[src/rtl/melody_sequencer.sv]
// melody_sequencer
//   Upstream feeder for the single-tone buzzer generator. Walks a built-in
//   16-entry note ROM and presents, for every note, a 15-bit half-period
//   divider plus a tone enable. Each note is held for (d+1) tempo ticks of
//   TICK_DIV clock cycles, preceded by a single LOAD cycle.
//
// Ports
//   CLK        system clock (16 MHz board clock)
//   RST        asynchronous, active-high reset
//   start      single-cycle pulse, begins playback from step 0 when idle
//   stop       single-cycle pulse, aborts playback (wins over start)
//   loop       sampled at end of melody; 1 restarts from step 0
//   divider    half-period in CLK cycles of the current note
//   tone_en    1 = downstream tone stage should sound
//   step_idx   ROM step currently playing
//   busy       high in LOAD and PLAY
//   done       one-cycle pulse on natural melody completion
//   dbg_state  current FSM state (IDLE=0, LOAD=1, PLAY=2, FINISH=3)
//
// Control protocol: start and stop are plain single-cycle request pulses
// sampled on the rising edge of CLK. There is no ready/acknowledge path;
// a start seen outside IDLE is dropped, and stop has priority over start.

module melody_sequencer #(
  parameter int unsigned TICK_DIV = 1000000,
  parameter bit          ARTIC    = 1'b1
) (
  input  logic        CLK,
  input  logic        RST,
  input  logic        start,
  input  logic        stop,
  input  logic        loop,
  output logic [14:0] divider,
  output logic        tone_en,
  output logic [3:0]  step_idx,
  output logic        busy,
  output logic        done,
  output logic [1:0]  dbg_state
);

  typedef enum logic [1:0] {
    S_IDLE   = 2'd0,
    S_LOAD   = 2'd1,
    S_PLAY   = 2'd2,
    S_FINISH = 2'd3
  } state_e;

  localparam int unsigned   TW        = (TICK_DIV > 1) ? $clog2(TICK_DIV) : 1;
  localparam logic [TW-1:0] TICK_LAST = TW'(TICK_DIV - 1);
  localparam logic [3:0]    NOTE_END  = 4'd15;

  // ROM word: [9:8] octave, [7:4] note, [3:0] duration code.
  function automatic logic [9:0] rom_word(input logic [3:0] idx);
    logic [9:0] w;
    case (idx)
      4'd0:    w = {2'd0, 4'd1,  4'd1};  // C
      4'd1:    w = {2'd0, 4'd3,  4'd1};  // D
      4'd2:    w = {2'd0, 4'd5,  4'd1};  // E
      4'd3:    w = {2'd0, 4'd6,  4'd1};  // F
      4'd4:    w = {2'd0, 4'd8,  4'd1};  // G
      4'd5:    w = {2'd0, 4'd10, 4'd1};  // A
      4'd6:    w = {2'd0, 4'd12, 4'd1};  // B
      4'd7:    w = {2'd1, 4'd1,  4'd1};  // C, one octave up
      4'd8:    w = {2'd0, 4'd0,  4'd3};  // rest, 4 ticks
      default: w = {2'd0, NOTE_END, 4'd0};
    endcase
    return w;
  endfunction

  // Octave-0 half-period dividers, round(8e6 / f).
  function automatic logic [14:0] base_div(input logic [3:0] note);
    logic [14:0] b;
    case (note)
      4'd1:    b = 15'd30578;
      4'd2:    b = 15'd28862;
      4'd3:    b = 15'd27242;
      4'd4:    b = 15'd25713;
      4'd5:    b = 15'd24270;
      4'd6:    b = 15'd22907;
      4'd7:    b = 15'd21622;
      4'd8:    b = 15'd20408;
      4'd9:    b = 15'd19263;
      4'd10:   b = 15'd18182;
      4'd11:   b = 15'd17161;
      4'd12:   b = 15'd16198;
      default: b = 15'd0;
    endcase
    return b;
  endfunction

  function automatic logic is_tone(input logic [3:0] note);
    return (note != 4'd0) && (note <= 4'd12);
  endfunction

  state_e        state_q, state_d;
  logic [3:0]    step_q, step_d;
  logic [3:0]    note_q, note_d;
  logic [3:0]    dlen_q, dlen_d;
  logic [3:0]    dur_q, dur_d;
  logic [TW-1:0] tick_q, tick_d;
  logic [14:0]   divider_q, divider_d;
  logic [9:0]    rom_w;

  assign rom_w = rom_word(step_q);

  always_ff @(posedge CLK or posedge RST) begin
    if (RST) begin
      state_q   <= S_IDLE;
      step_q    <= 4'd0;
      note_q    <= 4'd0;
      dlen_q    <= 4'd0;
      dur_q     <= 4'd0;
      tick_q    <= '0;
      divider_q <= 15'd0;
    end else begin
      state_q   <= state_d;
      step_q    <= step_d;
      note_q    <= note_d;
      dlen_q    <= dlen_d;
      dur_q     <= dur_d;
      tick_q    <= tick_d;
      divider_q <= divider_d;
    end
  end

  always_comb begin
    state_d   = state_q;
    step_d    = step_q;
    note_d    = note_q;
    dlen_d    = dlen_q;
    dur_d     = dur_q;
    tick_d    = tick_q;
    divider_d = divider_q;

    case (state_q)
      S_IDLE: begin
        if (start) begin
          state_d = S_LOAD;
          step_d  = 4'd0;
        end
      end
      S_LOAD: begin
        note_d = rom_w[7:4];
        dlen_d = rom_w[3:0];
        if (rom_w[7:4] == NOTE_END) begin
          state_d = S_FINISH;
        end else begin
          state_d = S_PLAY;
          tick_d  = '0;
          dur_d   = rom_w[3:0];
          // Rests keep the previous divider so the tone stage is not reloaded.
          if (is_tone(rom_w[7:4])) begin
            divider_d = base_div(rom_w[7:4]) >> rom_w[9:8];
          end
        end
      end
      S_PLAY: begin
        if (tick_q == TICK_LAST) begin
          tick_d = '0;
          if (dur_q == 4'd0) begin
            step_d = step_q + 4'd1;
            // Running off the end of the ROM behaves like an END word.
            state_d = (step_q == 4'd15) ? S_FINISH : S_LOAD;
          end else begin
            dur_d = dur_q - 4'd1;
          end
        end else begin
          tick_d = tick_q + 1'b1;
        end
      end
      S_FINISH: begin
        step_d  = 4'd0;
        state_d = loop ? S_LOAD : S_IDLE;
      end
      default: state_d = S_IDLE;
    endcase

    // stop overrides everything, including a coincident start.
    if (stop && (state_q != S_IDLE)) begin
      state_d = S_IDLE;
      step_d  = 4'd0;
    end else if (stop) begin
      state_d = S_IDLE;
    end
  end

  // Outputs derive from flops only (plus loop/stop for done), so an
  // asynchronous reset silences the tone immediately.
  assign divider   = divider_q;
  assign step_idx  = step_q;
  assign busy      = (state_q == S_LOAD) || (state_q == S_PLAY);
  assign tone_en   = (state_q == S_PLAY) && is_tone(note_q) &&
                     !(ARTIC && (dlen_q != 4'd0) && (dur_q == 4'd0));
  assign done      = (state_q == S_FINISH) && !loop && !stop;
  assign dbg_state = state_q;

endmodule
[config.mk]
export PLATFORM = sky130hd
export DESIGN_NAME = melody_sequencer
export DESIGN_NICKNAME = d
export VERILOG_FILES = /design/src/rtl/melody_sequencer.sv
export SDC_FILE = /design/constraint.sdc
export NUM_CORES = 1
export LEC_CHECK = 0
export ABC_AREA = 1
export BUFFER_PORTS_ARGS = -buffer_cell sky130_fd_sc_hd__buf_2
export CAP_MARGIN = 20
export CORE_AREA = 2 2 82 162
export DETAILED_ROUTE_END_ITERATION = 10
export DIE_AREA = 0 0 84 164
export SLEW_MARGIN = 10
export SYNTH_ARGS = -nofsm -noshare
export SYNTH_HDL_FRONTEND = slang
export SYNTH_SLANG_ARGS = --single-unit
[constraint.sdc]
create_clock -name CLK -period 6.6 [get_ports CLK]
set_input_delay 0.33 -clock CLK [delete_from_list [all_inputs] [get_ports CLK]]
set_output_delay 0.33 -clock CLK [all_outputs]
set_load 0.05 [all_outputs]
==> impl_metrics.env, run 1 <==
export IMPL_drc=0
export IMPL_first_pass_iters=5
export IMPL_gp_congestion=0.9134
export IMPL_worst_ep_required_time_ps=6790
export IMPL_muxShareOfSynthArea_pct=0
export IMPL_cts_root_buf="clkbuf_16"
export IMPL_synth_flop_cell="dfrtp_1"
export IMPL_outcome="complete, no violations"
export IMPL_setup_tns_final_ps=0
export IMPL_instances_no_fill=693
export IMPL_synth_adder_area_share_pct=6.838
export IMPL_synthSimpleGateAreaFrac_pct=41.50
export IMPL_yosys_register_bits=51
export IMPL_yosysSeqAreaShare_pct=34.87
export IMPL_antenna_found_initial=0
export IMPL_min_period_ps=3142
export IMPL_crit_fanout=33
export IMPL_setup_violations_final=0
export IMPL_die_w_um=84
export IMPL_min_period_over_period_pct=47.61
export IMPL_p_per_area_nw_per_um2=346.5
export IMPL_rsz0062_at_grt="no"
export IMPL_finalNetCount=567
export IMPL_dp_hpwl_mm=7.424
export IMPL_syn2layout_area_growth_pct=11.21
export IMPL_hold_viol_final=0
export IMPL_crit_path_start_kind="flop"
export IMPL_grt_overflow_total=0
export IMPL_initialDrtViolationCount=148
export IMPL_rows=58
export IMPL_cp_end_kind="flop"
export IMPL_die_area_um2=13780
export IMPL_n_antenna_cell=0
export IMPL_coreArea_um2=12550
export IMPL_async_flop_share_pct=100.0
export IMPL_grt_pass1_wl_mm=15.84
export IMPL_clk_insertion_delay_late_ps=310
export IMPL_r2r_setup_slack_ps=3460
export IMPL_worst_slew_pin_slew_ps=820.2
export IMPL_holdCritPathClass="input port to async pin"
export IMPL_cts_htree_levels=2
export IMPL_crit_type="flop to flop"
export IMPL_ios=29
export IMPL_synth_xor_area_share_pct=2.154
export IMPL_drv_slew=0
export IMPL_maxCapViolations=0
export IMPL_relSlewSlack_pct=45.32
export IMPL_total_power_mw=1.410
export IMPL_peakVddDrop_mv=0.1529
export IMPL_dp_slack_ps=3480
export IMPL_synth_compound_area_share_pct=7.521
export IMPL_synth_edf_count=0
export IMPL_cts_setup_buffers=0
export IMPL_worstPathArrival_ps=3340
export IMPL_cts_sinks=51
export IMPL_synth_top_family_by_area="simple AND/OR/NAND/NOR gates"
export IMPL_clockBufferDepth=2
export IMPL_antenna_left=0
export IMPL_die_y_um=164
export IMPL_ys_types=38
export IMPL_p_leak_nw=1.973
export IMPL_avgSynthCellArea_um2=7.052
export IMPL_clock_skew_ps=22.39
export IMPL_fmax_mhz=318.3
export IMPL_cts_tree="yes"
export IMPL_ctsResizeCount=0
export IMPL_wl_per_cell_um=13.91
export IMPL_clk_pin_slew_ps=90
export IMPL_setup_slack_ps=3458
export IMPL_ys_warn_count=0
export IMPL_dp_cells=685
export IMPL_r2r_cells=14
export IMPL_synth_area_um2=3660
export IMPL_synth_nets=544
export IMPL_final_util_pct=32.42
export IMPL_hold_buffers=0
export IMPL_cts_inserted_buffers=5
export IMPL_via_count=3456
export IMPL_drive_gt1_share_pct=14.36
export IMPL_track_usage_pct=14.24
export IMPL_routed_via_density=4.987
export IMPL_routed_wl_mm=9.640
export IMPL_first_global_vias=3369
export IMPL_io_buffers=28
export IMPL_syn_inst=519
export IMPL_initial_core_util_pct=29.15
export IMPL_grt_max_degree=52
cells by family after synthesis:
group                    after synthesis
AND/OR/NAND/NOR                      329
buffers and inverters                 61
flip-flops                            51
AO/OA/AOI/OAI                         49
adder cells (fa/ha/maj)               20
XOR/XNOR                               9
per-layer routing:
metal | wire length (um) | GRT usage (%)
met2 | 5496 | 28.73
met1 | 3568 | 14.17
met4 | 356 | 6.891
met5 | 0 | 0
met3 | 219 | 1.256
stage by stage:
stage,instance area [um2],hold slack [ps]
3_3_place_gp,3918,460.0
5_1_grt,4070,258.9
6_report,4070,203.7
2_1_floorplan,3660,445.1
3_5_place_dp,3918,461.2
4_1_cts,4070,235.5
power breakdown:
group / leakage, nW / internal [mW] / switching [mW]
Clock: 0.0719 / 0.144 / 0.134
Combinational: 1.23 / 0.177 / 0.520
Sequential: 0.674 / 0.381 / 0.0536
registers in the layout, indices dropped and copies added (netlist names):
register	flops
note_q	4
divider	15
dur_q	4
dbg_state	2
dlen_q	2
step_idx	4
tick_q	20
placed cells by master, fill, tap and decap left out, types with 5 or more instances in the layout:
cell type	Yosys	final
nand2_1	160	160
nand3_1	76	76
dfrtp_1	51	51
nor2_1	47	47
inv_1	41	40
o21ai_0	30	30
buf_2	5	28
ha_1	20	20
nand2_2	15	15
inv_2	6	7
a21oi_1	6	6
xor2_1	6	6
nand4_1	6	6
clkbuf_16	0	5
final cells by class:
class,count,area [um2]
tap,150,187.7
clock buffer,5,125.1
clock inverter,3,27.53
inverter,48,182.7
timing repair buffer,29,147.6
sequential,51,1276
multi-input combinational,407,2123
fill,1344,8484
worst paths after layout:
path,startpoint,to
min in group CLK,stop,dbg_state[0]
worst max-delay path,step_idx[0],tick_q[6]
max in group asynchronous,RST,note_q[1]
worst min-delay path,RST,divider[0]
worst max register to register,step_idx[0],tick_q[6]
worst min register to register,divider[10],divider[10]
synth_stat cells, types with 4 or more instances:
cell type	number	area share (%)
a21oi_1	6	0.82
buf_2	5	0.68
clkbuf_1	5	0.51
dfrtp_1	51	35
ha_1	20	6.8
inv_1	41	4.2
inv_2	6	0.62
nand2_1	160	16
nand2_2	15	2.6
nand3_1	76	10
nand3_2	4	1.1
nand3b_1	4	0.82
nand4_1	6	1.0
nor2_1	47	4.8
nor3_1	4	0.55
o21ai_0	30	4.1
or2_2	4	0.68
xor2_1	6	1.4
worst max-delay path, cell delays in order (launching register included):
cell and delay (ps):
dfrtp_1 460, inv_1 170, ha_1 220, nand3_2 260, o21ai_1 370, inv_1 170, ha_1 250, nand2_2 80
inv_1 50, nand2_2 90, nand2_2 340, inv_2 250, nand2_1 160, nand2_1 100, nor2_1 40
(Power assumes the default switching activity.)
==> inputs of run 2 (changes only) <==
- clock period: 6.6 -> 2.68 ns (I/O delays scaled with it)
==> run 2 against run 1 <==
Worst setup slack worse by 3200 ps; count of clock-buffer cells in the layout unchanged; sequential share of layout area shrank 0.61 points; core utilization is 0.68 points higher; total power up 150%; global-route usage is 0.49 points higher; largest cell class unchanged.
==> impl_metrics.env, run 2 (synthesized netlist as in run 1, its figures left out) <==
export IMPL_initialDrtViolationCount=144
export IMPL_via_count=3481
export IMPL_coreArea_um2=12550
export IMPL_dp_hpwl_mm=7.824
export IMPL_cp_slowest_stage_delay_ps=450
export IMPL_maxCapViolations=0
export IMPL_die_y_um=164
export IMPL_drv_slew=0
export IMPL_multi_input_comb_area_um2=2126
export IMPL_peakVddDrop_mv=0.3617
export IMPL_antenna_found_initial=0
export IMPL_worstPathArrival_ps=2580
export IMPL_finalInstanceArea_um2=4155
export IMPL_fillCellCount=1364
export IMPL_die_area_um2=13780
export IMPL_p_leak_nw=2.022
export IMPL_n_antenna_cell=0
export IMPL_hold_viol_final=0
export IMPL_cp_end_kind="flop"
export IMPL_ios=29
export IMPL_cts_inserted_buffers=5
export IMPL_min_period_over_period_pct=89.65
export IMPL_placed_area_um2=3993
export IMPL_finalNetCount=578
export IMPL_rows=58
export IMPL_use_met1_pct=14.59
export IMPL_dp_slack_ps=193.1
export IMPL_critical_path_slowest_cell="dfrtp_1"
export IMPL_io_buffers=28
export IMPL_drive_gt1_share_pct=16.43
export IMPL_grt_overflow_total=0
export IMPL_routed_via_density=4.945
export IMPL_die_w_um=84
export IMPL_regMostFlops="tick_q"
export IMPL_initial_core_util_pct=29.15
export IMPL_cts_tree="yes"
export IMPL_final_cell_mix="160 x nand2_1, 76 x nand3_1, 50 x dfrtp_1"
export IMPL_grt_use_met3_pct=1.256
export IMPL_grt_pass1_wl_mm=16.52
export IMPL_crit_path_start_kind="flop"
export IMPL_syn2layout_area_growth_pct=13.54
export IMPL_largest_reg_flops=20
export IMPL_setup_slack_ps=277.4
export IMPL_routed_wl_mm=9.661
export IMPL_register_area_um2=1277
export IMPL_track_usage_pct=14.73
export IMPL_rsz0062_at_grt="no"
export IMPL_cts_sinks=51
export IMPL_crit_family="simple AND/OR/NAND/NOR gates"
export IMPL_busiest_layer="met2"
export IMPL_setup_violations_final=0
export IMPL_cpMostUsedCell="nand2_1"
export IMPL_antenna_left=0
export IMPL_min_period_ps=2403
export IMPL_clockBufferDepth=2
export IMPL_path_cells="inv_1, ha_1, nand2_2, nand2_4, nand2_1, inv_2, ha_2, inv_1, nand3_2, nand2_4, nor2_8, inv_4, nand2_1, nand2_1"
export IMPL_clk_insertion_delay_late_ps=300
export IMPL_outcome="complete, no violations"
export IMPL_instances_no_fill=704
export IMPL_layout_commonest_cell="nand2_1"
export IMPL_drc=0
export IMPL_grtUsageMet2_pct=29.45
export IMPL_clock_skew_ps=16.58
export IMPL_clk_pin_slew_ps=70
export IMPL_grt_max_degree=28
export IMPL_worst_ep_required_time_ps=2860
export IMPL_p_per_area_nw_per_um2=846.5
export IMPL_worst_slew_pin_slew_ps=612.6
export IMPL_fmax_mhz=416.2
export IMPL_cts_root_buf="clkbuf_16"
export IMPL_first_pass_iters=4
export IMPL_holdCritPathClass="input port to flop"
export IMPL_setup_tns_final_ps=0
export IMPL_crit_type="flop to flop"
export IMPL_timing_critical_path_buf_inv=4
export IMPL_wl_per_cell_um=13.72
export IMPL_dp_cells=695
export IMPL_gp_congestion=0.9324
export IMPL_first_global_vias=3557
export IMPL_cts_setup_buffers=0
export IMPL_cts_htree_levels=2
export IMPL_crit_fanout=16
export IMPL_relSlewSlack_pct=59.10
## run 2: final timing paths
path | cells after the start | startpoint | end | slack, ps
max in group asynchronous | 4 | RST | tick_q[6] | 1560
min in group asynchronous | 3 | RST | divider[11] | 460
hold reg to reg | 2 | note_q[0] | note_q[0] | 490
setup / recovery | 14 | step_idx[0] | divider[12] | 280
hold / removal | 4 | stop | dbg_state[0] | 160
setup reg to reg | 14 | step_idx[0] | divider[12] | 280
## run 2: metrics by stage
stage	hold slack [ps]	util (%)	power, mW
2_1_floorplan	318.8	-	2.457
3_3_place_gp	228.6	31.80	2.841
3_5_place_dp	244.2	31.80	2.881
4_1_cts	150.3	33.07	3.549
5_1_grt	204.5	33.10	3.783
6_report	163.6	33.10	3.517
## run 2: tightest hold or removal path: stages
cell and delay [ps]:
buf_2 90, inv_1 60, o21ai_0 80, a21oi_1 50
## run 2: cell type report
| type | instances | share of cell area, % |
|---|---|---|
| inverter | 48 | 4.396 |
| timing repair buffer | 40 | 5.601 |
| clock buffer | 5 | 3.011 |
| tap | 150 | 4.517 |
| clock inverter | 3 | 0.5721 |
| sequential | 51 | 30.74 |
| multi-input combinational | 407 | 51.16 |
## run 2: report_power, final
group | switching (mW) | total (mW) | internal (mW) | leakage [nW]
Clock | 0.303 | 0.654 | 0.352 | 0.0717
Sequential | 0.138 | 1.08 | 0.940 | 0.672
Combinational | 1.30 | 1.78 | 0.484 | 1.28
## run 2: repair_timing
action / CTS / global route
setup endpoints to repair: 0 / 15
hold endpoints to repair: 25 / 0
gates resized for setup: 0 / 3
hold buffers: 1 / 0
## run 2: metal layers
layer | vias up | share of wire, %
met5 | - | 0
met3 | 30 | 2.5
li1 | 1752 | -
met2 | 86 | 57
met4 | 0 | 4.7
met1 | 1613 | 36
